<file path="src/rtl/buffer_spi_reader_pkg.sv">
// Shared buffer geometry and read-side FSM states.
// The write path imports the same package for ADDR_W/DEPTH.
package mem_buf_pkg;

    localparam int ADDR_W = 15;
    localparam int DATA_W = 16;
    localparam int DEPTH  = 2 ** ADDR_W;

    typedef enum logic [1:0] {
        IDLE  = 2'd0,
        FETCH = 2'd1,
        SHIFT = 2'd2,
        GAP   = 2'd3
    } rd_state_t;

    // Pointer increment; wraps DEPTH-1 -> 0 through natural overflow.
    function automatic logic [ADDR_W-1:0] ptr_inc(input logic [ADDR_W-1:0] ptr);
        return ptr + ADDR_W'(1);
    endfunction

endpackage

</file>
<file path="src/rtl/buffer_spi_reader_if.sv">
// Bus bundle for the buffer read side: control, RAM read port and SPI master pins.
interface buffer_spi_reader_if import mem_buf_pkg::*; ();

    logic              enable;
    logic [ADDR_W-1:0] wr_index;
    logic [DATA_W-1:0] rd_data;
    logic [ADDR_W-1:0] address;
    logic              read_pulse;
    logic              spi_sclk;
    logic              spi_mosi;
    logic              spi_cs_n;
    logic              busy;
    logic              word_done;

    modport master (
        input  enable, wr_index, rd_data,
        output address, read_pulse, spi_sclk, spi_mosi, spi_cs_n, busy, word_done
    );

    modport slave (
        output enable, wr_index, rd_data,
        input  address, read_pulse, spi_sclk, spi_mosi, spi_cs_n, busy, word_done
    );

endinterface

</file>
<file path="src/rtl/spi_tx_shifter.sv">
// SPI mode-0 frame transmitter: CLK_DIV setup, DATA_W clock pulses, CLK_DIV hold,
// then a one-cycle done pulse as cs_n returns high.
module spi_tx_shifter import mem_buf_pkg::*; #(
    parameter int CLK_DIV = 4
) (
    input  logic              clk,
    input  logic              rst_n,
    input  logic              load,
    input  logic [DATA_W-1:0] data,
    output logic              sclk,
    output logic              mosi,
    output logic              cs_n,
    output logic              done
);

    localparam int DIV_W  = (CLK_DIV > 2) ? $clog2(CLK_DIV) : 1;
    localparam int TICK_W = $clog2(2 * DATA_W + 1);
    localparam logic [DIV_W-1:0]  DIV_LAST  = DIV_W'(CLK_DIV - 1);
    localparam logic [TICK_W-1:0] TICK_LAST = TICK_W'(2 * DATA_W);

    logic              active_q, active_d;
    logic [DIV_W-1:0]  div_q, div_d;
    logic [TICK_W-1:0] tick_q, tick_d;
    logic [DATA_W-1:0] shreg_q, shreg_d;
    logic              sclk_q, sclk_d;
    logic              mosi_q, mosi_d;
    logic              cs_n_q, cs_n_d;
    logic              done_q, done_d;
    logic              tick_s;

    // Even half-period ticks raise sclk, odd ones lower it and advance the data;
    // the tick after the last fall closes the frame.
    always_comb begin
        active_d = active_q;
        div_d    = div_q;
        tick_d   = tick_q;
        shreg_d  = shreg_q;
        sclk_d   = sclk_q;
        mosi_d   = mosi_q;
        cs_n_d   = cs_n_q;
        done_d   = 1'b0;
        tick_s   = active_q && (div_q == DIV_LAST);
        if (load) begin
            active_d = 1'b1;
            div_d    = '0;
            tick_d   = '0;
            shreg_d  = data;
            mosi_d   = data[DATA_W-1];
            sclk_d   = 1'b0;
            cs_n_d   = 1'b0;
        end else if (tick_s) begin
            div_d  = '0;
            tick_d = tick_q + TICK_W'(1);
            if (tick_q == TICK_LAST) begin
                active_d = 1'b0;
                tick_d   = '0;
                sclk_d   = 1'b0;
                mosi_d   = 1'b0;
                cs_n_d   = 1'b1;
                done_d   = 1'b1;
            end else if (!tick_q[0]) begin
                sclk_d = 1'b1;
            end else begin
                sclk_d  = 1'b0;
                shreg_d = {shreg_q[DATA_W-2:0], 1'b0};
                mosi_d  = shreg_q[DATA_W-2];
            end
        end else if (active_q) begin
            div_d = div_q + DIV_W'(1);
        end else begin
            div_d = '0;
        end
    end

    // Shifter state register with synchronous active-low reset (aborts any frame).
    always_ff @(posedge clk) begin
        if (!rst_n) begin
            active_q <= 1'b0;
            div_q    <= '0;
            tick_q   <= '0;
            shreg_q  <= '0;
            sclk_q   <= 1'b0;
            mosi_q   <= 1'b0;
            cs_n_q   <= 1'b1;
            done_q   <= 1'b0;
        end else begin
            active_q <= active_d;
            div_q    <= div_d;
            tick_q   <= tick_d;
            shreg_q  <= shreg_d;
            sclk_q   <= sclk_d;
            mosi_q   <= mosi_d;
            cs_n_q   <= cs_n_d;
            done_q   <= done_d;
        end
    end

    assign sclk = sclk_q;
    assign mosi = mosi_q;
    assign cs_n = cs_n_q;
    assign done = done_q;

endmodule

</file>
<file path="src/rtl/buffer_spi_reader.sv">
// Buffer read side: fetches one word per frame from the shared RAM and streams it
// MSB-first over SPI until the read pointer reaches the writer's next-write index.
module buffer_spi_reader import mem_buf_pkg::*; #(
    parameter int RAM_LAT = 2,
    parameter int CLK_DIV = 4,
    parameter int GAP_CYC = 4
) (
    input  logic                clk,
    input  logic                rst_n,
    buffer_spi_reader_if.master bus
);

    localparam logic [7:0] FETCH_LAST = 8'(RAM_LAT);
    localparam logic [7:0] GAP_LAST   = 8'(GAP_CYC - 1);

    rd_state_t         state_q, state_d;
    logic [ADDR_W-1:0] rd_ptr_q, rd_ptr_d;
    logic [7:0]        cnt_q, cnt_d;
    logic              read_pulse_q, read_pulse_d;
    logic              busy_q, busy_d;
    logic              avail_s;
    logic              load_s;
    logic              tx_done_s;

    // A lapped writer looks exactly like an empty buffer.
    assign avail_s = (bus.wr_index != rd_ptr_q);

    // Next-state logic; wr_index is only consulted in IDLE and at the GAP exit.
    always_comb begin
        state_d = state_q;
        rd_ptr_d = rd_ptr_q;
        cnt_d = cnt_q;
        load_s = 1'b0;
        case (state_q)
            IDLE: begin
                if (bus.enable && avail_s) begin
                    state_d = FETCH;
                    cnt_d   = 8'd0;
                end else begin
                    state_d = IDLE;
                end
            end
            FETCH: begin
                if (cnt_q == FETCH_LAST) begin
                    load_s   = 1'b1;
                    rd_ptr_d = ptr_inc(rd_ptr_q);
                    cnt_d    = 8'd0;
                    state_d  = SHIFT;
                end else begin
                    cnt_d = cnt_q + 8'd1;
                end
            end
            SHIFT: begin
                if (tx_done_s) begin
                    cnt_d   = 8'd0;
                    state_d = GAP;
                end else begin
                    state_d = SHIFT;
                end
            end
            GAP: begin
                if (cnt_q == GAP_LAST) begin
                    cnt_d   = 8'd0;
                    state_d = (bus.enable && avail_s) ? FETCH : IDLE;
                end else begin
                    cnt_d = cnt_q + 8'd1;
                end
            end
            default: begin
                state_d = IDLE;
                cnt_d   = 8'd0;
            end
        endcase
        read_pulse_d = (state_d == FETCH);
        busy_d       = (state_d != IDLE);
    end

    // Control state register with synchronous active-low reset.
    always_ff @(posedge clk) begin
        if (!rst_n) begin
            state_q      <= IDLE;
            rd_ptr_q     <= '0;
            cnt_q        <= 8'd0;
            read_pulse_q <= 1'b0;
            busy_q       <= 1'b0;
        end else begin
            state_q      <= state_d;
            rd_ptr_q     <= rd_ptr_d;
            cnt_q        <= cnt_d;
            read_pulse_q <= read_pulse_d;
            busy_q       <= busy_d;
        end
    end

    spi_tx_shifter #(.CLK_DIV(CLK_DIV)) u_shifter (
        .clk   (clk),
        .rst_n (rst_n),
        .load  (load_s),
        .data  (bus.rd_data),
        .sclk  (bus.spi_sclk),
        .mosi  (bus.spi_mosi),
        .cs_n  (bus.spi_cs_n),
        .done  (tx_done_s)
    );

    assign bus.address    = rd_ptr_q;
    assign bus.read_pulse = read_pulse_q;
    assign bus.busy       = busy_q;
    assign bus.word_done  = tx_done_s;

endmodule

</file>
<file path="src/flat_wrapper.sv">
// flat-port wrapper written by rule: the top's interface ports become plain ports
module buffer_spi_reader_flat import mem_buf_pkg::*;
#(
    parameter int RAM_LAT = 2,
    parameter int CLK_DIV = 4,
    parameter int GAP_CYC = 4
)
  (clk, rst_n, bus_enable, bus_wr_index, bus_rd_data, bus_address, bus_read_pulse, bus_spi_sclk, bus_spi_mosi, bus_spi_cs_n, bus_busy, bus_word_done);
  buffer_spi_reader_if bus_i ();
  input  logic clk;
  input  logic rst_n;
  input wire logic [$bits(bus_i.enable)-1:0] bus_enable;
  input wire logic [$bits(bus_i.wr_index)-1:0] bus_wr_index;
  input wire logic [$bits(bus_i.rd_data)-1:0] bus_rd_data;
  output wire logic [$bits(bus_i.address)-1:0] bus_address;
  output wire logic [$bits(bus_i.read_pulse)-1:0] bus_read_pulse;
  output wire logic [$bits(bus_i.spi_sclk)-1:0] bus_spi_sclk;
  output wire logic [$bits(bus_i.spi_mosi)-1:0] bus_spi_mosi;
  output wire logic [$bits(bus_i.spi_cs_n)-1:0] bus_spi_cs_n;
  output wire logic [$bits(bus_i.busy)-1:0] bus_busy;
  output wire logic [$bits(bus_i.word_done)-1:0] bus_word_done;
  assign bus_i.enable = bus_enable;
  assign bus_i.wr_index = bus_wr_index;
  assign bus_i.rd_data = bus_rd_data;
  assign bus_address = bus_i.address;
  assign bus_read_pulse = bus_i.read_pulse;
  assign bus_spi_sclk = bus_i.spi_sclk;
  assign bus_spi_mosi = bus_i.spi_mosi;
  assign bus_spi_cs_n = bus_i.spi_cs_n;
  assign bus_busy = bus_i.busy;
  assign bus_word_done = bus_i.word_done;
  buffer_spi_reader #(.RAM_LAT(RAM_LAT), .CLK_DIV(CLK_DIV), .GAP_CYC(GAP_CYC)) u_core (.clk(clk), .rst_n(rst_n), .bus(bus_i));
endmodule
</file>
<file path="config.mk">
export PLATFORM = sky130hd
export DESIGN_NAME = buffer_spi_reader_flat
export DESIGN_NICKNAME = d
export VERILOG_FILES = /design/src/rtl/buffer_spi_reader_pkg.sv /design/src/rtl/buffer_spi_reader_if.sv /design/src/rtl/spi_tx_shifter.sv /design/src/rtl/buffer_spi_reader.sv /design/src/flat_wrapper.sv
export SDC_FILE = /design/constraint.sdc
export NUM_CORES = 1
export LEC_CHECK = 0
export ABC_CLOCK_PERIOD_IN_PS = 3000
export CORE_ASPECT_RATIO = 1.75
export CORE_UTILIZATION = 45
export CTS_CLUSTER_DIAMETER = 200
export DETAILED_ROUTE_END_ITERATION = 10
export PLACE_DENSITY = 0.73
export SLEW_MARGIN = 20
export SYNTH_ARGS = -nofsm -noshare
export SYNTH_HDL_FRONTEND = slang
export SYNTH_SLANG_ARGS = --single-unit
</file>
<file path="constraint.sdc">
create_clock -name clk -period 3 [get_ports clk]
set_input_delay 0.45 -clock clk [delete_from_list [all_inputs] [get_ports clk]]
set_output_delay 0.45 -clock clk [all_outputs]
set_load 0.02 [all_outputs]
</file>
Word level (Yosys, flattened, before mapping). Index checks and enable logic that the tools add are counted.

Add/subtract/negate cells: 4. Equal/unequal tests: 12. Muxes and demuxes: 30. Bitwise gates (word level): 3. Reduce and logical (&&, ||, !) cells: 16.

Operator list (count): $mux 15 (4); $mux 8 (4); $pmux 8 s4 (1); $mux 1 (17); $eq 8x2->1 const B (2); $add 15x1->15 const B (1); $ne 15x15->1 (1); $add 8x1->8 const B (1); $pmux 2 s4 (1); $reduce_and 2->1 (4); $reduce_bool 2->1 (4); $add 6x1->6 const B (1); $eq 2x2->1 const B (3); $eq 6x6->1 const B (1); $mux 6 (1); $eq 2x1->1 const B (2); $mux 2 (2); $ne 2x1->1 const B (2); $reduce_or 4->1 (1); $not 1->1 (3); $reduce_and 3->1 (1); $reduce_bool 3->1 (1); $reduce_or 3->1 (1); $add 2x1->2 const B (1); 4 further kinds (5).

Bits in registers: 55. Bits of input ports: 34. Output and inout port bits: 21. Logic and storage cells: 78.

Logic depth before layout (Yosys ltp). Gate-level depths: netlist of the first run.

Depth in word-level cells: 6. Mapped depth: 8. Depth with buffers taken out: 8.

By module. Synthesis of the first run repeated with hierarchy kept, for this count alone.

Cells, all modules: 294. Area, all modules: 2587.5 um^2.

By module, submodules not included: buffer_spi_reader (instances 1, cells an instance 165, area an instance 1403.8 um^2, seq. area each 540.5 um^2); spi_tx_shifter (instances 1, cells an instance 129, area an instance 1183.6 um^2, seq. area each 540.5 um^2).

Worst setup path after synthesis of the first run. OpenSTA, ideal clock, no wires.

Path kind: flip-flop to flip-flop. Start point: register u_core.u_shifter.tick_q[0]. End point: register u_core.u_shifter.shreg_q[10]. Library setup time: 0.138 ns. Arrival: 1.692 ns. Required time: 2.862 ns. Path slack: 1.170 ns. Cell stages (with the launch flop): 8. Buffers on the path: 1. Clock period less this slack: 1.830 ns. Cells stage by stage: dfxtp_1 -> inv_1 -> ha_1 -> nor4b_1 -> a21oi_2 -> buf_6 -> mux2i_1 -> a211oi_1.

Word-level cells in the longest chain between the ends: 3. Elaborated cells between the ends (all ways): 4. Those cells by class: eq/ne: 2; reduce/logical: 2.

RTL lines: from (decl) (RTL line spi_tx_shifter.sv:23) `logic [TICK_W-1:0] tick_q, tick_d;`; from (signal assigned) (RTL line spi_tx_shifter.sv:89) `tick_q <= tick_d;`; $eq 6x6->1 (RTL line spi_tx_shifter.sv:54) `if (tick_q == TICK_LAST) begin`; $ne 2x1->1 (no source line); $reduce_and 3->1 (no source line) (*); to (signal assigned) (RTL line spi_tx_shifter.sv:90) `shreg_q <= shreg_d;`; to (decl) (RTL line spi_tx_shifter.sv:24) `logic [DATA_W-1:0] shreg_q, shreg_d;`.

Mark *: on every way between the ends. The rest lies on a longest branch, timed or not. A chain may end at the register's enable or synchronous reset.

Final worst setup path of the first run.
Start point: register u_core.u_shifter.div_q[0]. End point: register u_core.u_shifter.shreg_q[3].

Word-level cells in the longest chain between the ends: 4.

RTL lines: from (decl) (RTL line spi_tx_shifter.sv:22) `logic [DIV_W-1:0] div_q, div_d;`; from (signal assigned) (RTL line spi_tx_shifter.sv:88) `div_q <= div_d;`; $eq 2x2->1 (RTL line spi_tx_shifter.sv:42) `tick_s = active_q && (div_q == DIV_LAST);`; $logic_and 1x1->1 (RTL line spi_tx_shifter.sv:42); $reduce_bool 2->1 (no source line); $reduce_and 3->1 (no source line).

Every way passes these cells.

==> results.ini, run 1 <==
[detailed_routing]
drt-pass1-iter-count=4
routed_via_density=5.21
drt_iter0_drc=64
totalWireLength_um=5460
wl_per_cell_um=13.1
drc=0
ant_nets=0
vias=2166

[logic_synthesis]
synthFlopType=dfxtp_1
synth-simple-area-share=0.224
synthAdderAreaFrac=0.0293
ys_seq_area_frac=0.421
muxShareOfSynthArea=0.0590
synth_xor_area_frac=0.113
synth_top_area_cell=dfxtp_1
synth_edf_count=0
synth.avg_cell_area_um2=8.94
ys_ff_latch=54
synthArstFlopShare=0
syn-cell-area_um2=2570
syn_nets=327
yosys_warnings=0
synth_compound_area_frac=0.122
ys_types=38
synth_top_family_by_area=simple AND/OR/NAND/NOR gates
syn_inst=287
synth_area_leaders=dfxtp_1 42%, xnor2_1 6.5%, nor2_1 6.4%, mux2i_1 5.5%, xor2_1 4.8%
synth_top_area_share=0.421

[die]
rows=36
start_util=0.463
dieArea_um2=6020
die_h_um=102
die_width_um=59.1
io_pins=55
fp.coreArea_um2=5540

[cts]
clk_pin_slew_worst_paths_ns=0.10
cts_buffer_depth=2
htreeDepth=2
cts_tree=done
cts_buffers=5
cts_num_sinks=54
ctsResizeCount=0
insertion_delay_ns=0.31
clock-root-buffer=clkbuf_8
post_cts_buffers=0
cts_hold_buffers=0

[sta]
skew_ns=0.0130
tns_ns=0
period_share=0.714
fmax_mhz=467
slew_violations=0
final-hold-violation-count=0
grt_setup_unrepaired=no
worst_slew_pin_slew_ns=0.986
finalSetupViolations=0
fin_crit_ns=2.14
maxSlewHeadroom=0.343

[layout]
final_nets=379
area_delta_synth_final_pct=27.4
diodes=0
final_util=0.590
layout-drive-gt1-share=0.0471
instances_no_fill=416

[outcome]
status=finished clean

[setup_path]
timing.rr.end=u_core.u_shifter.shreg_q[3]
r2r_start=u_core.u_shifter.div_q[0]
cp-end-kind=flip-flop
path_max_fanout=15
r2r_slack_ns=0.86
r2r_cells=5
critPathRequiredTime_ns=3.23
start_kind=flip-flop
worstPathArrival_ns=2.37
path_class=reg2reg

[hold_path]
hp-start=u_core.u_shifter.div_q[0]
hold_class=reg2reg
hold_end=u_core.u_shifter.div_q[0]
whs_path_depth=1

[global_routing]
track_usage=0.197
grt_pass1_wl_um=9150
grt-ovfl-total=0
grt_max_degree=33
antenna_found_initial=0
grt_pass1_vias=2140

[placement]
dp_hpwl_um=4190
gp_congestion=0.833
dp.cells=408
portBuffers=54

[pwr]
p_per_area_nw_per_um2=389
ir_worst_vdd_v=0.000242
total_leakage_power_nw=1.15

[run]
drv_cap=0

==> layout make-up <==
| cell class | count | area, µm² |
|---|---|---|
| multi-input cells | 214 | 1400 |
| flip-flops and latches | 54 | 1080 |
| clock inverters | 2 | 17.5 |
| well taps | 76 | 95.1 |
| inverters | 7 | 26.3 |
| clock buffers | 6 | 82.6 |
| repair buffers | 57 | 563 |
| fillers | 514 | 2270 |
==> synthesized netlist by cell type, drive strengths merged (2+ instances only) <==
cell type,instances
o21ai,7
xor2,14
nand3,12
nor2,44
o2bb2ai,4
a211oi,14
nand2b,3
nand2,21
inv,7
buf,3
a211o,2
clkbuf,9
mux2i,14
a21o,3
or3,3
dfxtp,54
ha,6
nor3b,2
nor2b,2
and3,3
a31oi,2
nor4b,4
nor3,6
nand4,11
a21oi,10
and2,2
xnor2,19
==> cell families (layout without fill, tap and decap cells) <==
family	Yosys count	after routing
AO/OA/AOI/OAI	46	46
buffers and inverters	19	72
XOR/XNOR	33	33
AND/OR/NAND/NOR	114	114
flip-flops	54	54
adder cells (fa/ha/maj)	6	6
multiplexers	15	15
==> layer usage <==
layer  up-vias  routed length (µm)  global-route usage  part of all wire
li1       1108                   -                   -                 -
met1       994                2160               0.198              0.40
met2        51                2960               0.375              0.54
met3        13                 177              0.0266             0.032
met4         0                 166               0.110             0.030
met5         -                   0                   0                 0
==> registers in the layout, summed over array words and instances, names as in the netlist <==
name                       cells
u_core.cnt_q                   8
u_core.u_shifter.tick_q        6
u_core.u_shifter.cs_n          1
u_core.bus.busy                1
u_core.u_shifter.done          1
u_core.state_q                 2
u_core.bus.read_pulse          1
u_core.u_shifter.shreg_q      15
u_core.u_shifter.div_q         2
u_core.bus.address            15
u_core.u_shifter.active_q      1
u_core.u_shifter.mosi          1
==> layout by cell type (no fill, tap or decap), types with 3 or more instances in the layout <==
cell,count
a211oi_1,14
a21o_1,3
a21oi_1,9
buf_4,3
clkbuf_8,6
clkdlybuf4s50_1,54
dfxtp_1,54
ha_1,6
inv_1,7
mux2i_1,14
nand2_1,21
nand2b_1,3
nand3_1,12
nand4_1,10
nor2_1,44
nor3_1,6
nor4b_1,3
o21ai_0,7
o2bb2ai_1,4
or3_1,3
xnor2_1,19
xor2_1,14
==> how the worst max path moves through the flow <==
stage                                           from                            to  slack, ns  cells after the start
after detailed placement             bus_wr_index[5]               u_core.cnt_q[4]       0.70                      6
final                      u_core.u_shifter.div_q[0]   u_core.u_shifter.shreg_q[3]       0.86                      5
after global routing       u_core.u_shifter.div_q[0]   u_core.u_shifter.shreg_q[5]       0.63                      5
after floorplan           u_core.u_shifter.tick_q[0]  u_core.u_shifter.shreg_q[10]       1.17                      7
after global placement               bus_wr_index[5]               u_core.cnt_q[4]       0.75                      6
after CTS                 u_core.u_shifter.tick_q[0]   u_core.u_shifter.shreg_q[3]       0.84                      6
==> power breakdown <==
part | total [mW] | internal [mW] | switching (mW)
clock network | 0.432 | 0.190 | 0.242
logic | 0.107 | 0.0628 | 0.0442
registers | 0.731 | 0.725 | 0.00658
==> metrics by stage <==
stage / hold WS [ns] / setup slack [ns] / instance area (µm²) / total power [mW]
finish: 0.447 / 0.858 / 3270 / 1.27
floorplan: 0.407 / 1.17 / 2570 / 0.793
global placement: 0.414 / 0.751 / 3170 / 0.854
CTS: 0.438 / 0.838 / 3270 / 1.28
global route: 0.449 / 0.632 / 3270 / 1.32
detailed placement: 0.423 / 0.698 / 3170 / 0.856
==> worst max-delay path, stage by stage, from the launching register on <==
cell and delay [ns]:
dfxtp_1 0.35, ha_1 0.29, nand3_1 0.18, a21oi_2 0.75, mux2i_1 0.21, a211oi_1 0.28
No activity file was read; power rests on OpenSTA's default activity.
==> run 2, diff against run 1 <==
- ABC_CLOCK_PERIOD_IN_PS: 3000 -> 2200
- clock period: 3 -> 2.2 ns (I/O delays scaled with it)
==> run 2 against run 1 <==
  * Non-clock buffer count increased by 6
  * Core utilization is 0.93 points higher
  * Wire length increased by 1.2%
  * Sequential power is 36% higher
  * Critical path depth up 1
  * Largest power group unchanged
  * Cell count increased by 1.4%
  * Cell area increased by 1.6%
  * Sequential share of layout area decreased by 0.51 points
  * Total power grew 38%
==> results.ini, run 2 (synthesis gave the netlist of run 1 again) <==
[global_routing]
grt_pass1_wl_um=9340
antenna_found_initial=0
grt_max_degree=22
grt-ovfl-total=0
track_usage=0.201
grt_pass1_vias=2168

[placement]
gp_congestion=0.793
portBuffers=54
place_ws_ns=0.0633
placed_cell_area_um2=3210
dp_hpwl_um=4180

[setup_path]
worstPathArrival_ns=2.17
path_cells=inv_1 > ha_1 > nor4b_1 > nand4_1 > nand3_1 > nor2_1
path_max_fanout=5
critPathBufInv=1
path_class=reg2reg
critical-path-slowest-cell=nor4b_1
start_kind=flip-flop
critPathMaxStageDelay_ns=0.54
critPathRequiredTime_ns=2.40
crit_family=simple AND/OR/NAND/NOR gates
cp-end-kind=flip-flop

[cts]
clock-root-buffer=clkbuf_8
cts_num_sinks=54
cts_buffers=5
cts_buffer_depth=2
clk_pin_slew_worst_paths_ns=0.10
cts_hold_buffers=0
cts_tree=done
htreeDepth=2
insertion_delay_ns=0.31
post_cts_buffers=0

[sta]
fmax_mhz=508
final-hold-violation-count=0
worst_slew_pin_slew_ns=0.648
finalSetupViolations=0
worst_hold_slack_ns=0.439
slew_violations=0
setup_ws_ns=0.230
period_share=0.895
maxSlewHeadroom=0.562
fin_crit_ns=1.97
skew_ns=0.00276

[detailed_routing]
routed_via_density=5.27
totalWireLength_um=5530
drt_iter0_drc=95
wl_per_cell_um=13.1
drc=0
ant_nets=0
vias=2222
drt-pass1-iter-count=4

[run]
drv_cap=0

[layout]
area_delta_synth_final_pct=29.4
final_cell_mix=54 x clkdlybuf4s50_1, 54 x dfxtp_1, 44 x nor2_1
final_util=0.599
diodes=0
layout-drive-gt1-share=0.0636
final_nets=385
stdcell_area_um2=3320
nFillCells=518

[pwr]
p_per_area_nw_per_um2=527
ir_worst_vdd_v=0.000358
total_leakage_power_nw=1.17

[die]
io_pins=55
rows=36
die_h_um=102
fp.coreArea_um2=5540
die_width_um=59.1
dieArea_um2=6020
start_util=0.463

[outcome]
status=finished clean

[hold_path]
hold_class=reg2reg

## run 2: power breakdown
part	internal, mW	switching (mW)
Sequential	0.988	0.00850
Combinational	0.0884	0.0611
Clock	0.260	0.343
## run 2: layout make-up
| type | count | area [µm²] | area share |
|---|---|---|---|
| multi-input combinational | 214 | 1410 | 0.425 |
| sequential | 54 | 1080 | 0.326 |
| timing repair buffer | 63 | 608 | 0.183 |
| tap | 76 | 95.1 | 0.0286 |
| clock buffer | 6 | 82.6 | 0.0249 |
| inverter | 7 | 26.3 | 0.00791 |
| clock inverter | 2 | 16.3 | 0.00490 |
## run 2: worst paths after layout
| check | end | slack (ns) | start | cells after the start |
|---|---|---|---|---|
| worst max register to register | u_core.u_shifter.tick_q[3] | 0.23 | u_core.u_shifter.tick_q[0] | 6 |
| worst min-delay path | u_core.u_shifter.div_q[0] | 0.44 | u_core.u_shifter.div_q[0] | 1 |
| worst min register to register | u_core.u_shifter.div_q[0] | 0.44 | u_core.u_shifter.div_q[0] | 1 |
| worst max-delay path | u_core.u_shifter.tick_q[3] | 0.23 | u_core.u_shifter.tick_q[0] | 6 |
## run 2: stage by stage
step	TNS, ns	std cells	power [mW]
floorplan	0	287	1.08
global placement	0	414	1.17
detailed placement	0	414	1.17
CTS	0	422	1.77
global route	-0.0166	422	1.82
finish	0	422	1.75
## run 2: layer usage
layer	routed length [µm]	track usage	up-vias
met4	97	0.0751	0
met2	3040	0.380	48
met5	0	0	-
met1	2210	0.218	1048
met3	175	0.0316	8
li1	-	-	1118
## run 2: repair_timing
action / CTS / global route
resized for setup: 0 / 1
endpoints found under the hold margin: 0 / 0
setup endpoints to repair: 0 / 15
==> run 3, diff against run 2 <==
- CTS_BUF_LIST: unset -> sky130_fd_sc_hd__clkbuf_2 sky130_fd_sc_hd__clkbuf_4 sky130_fd_sc_hd__clkbuf_8
==> results of run 3 <==
Final layout, timing and power as in run 2 (identical DEF).
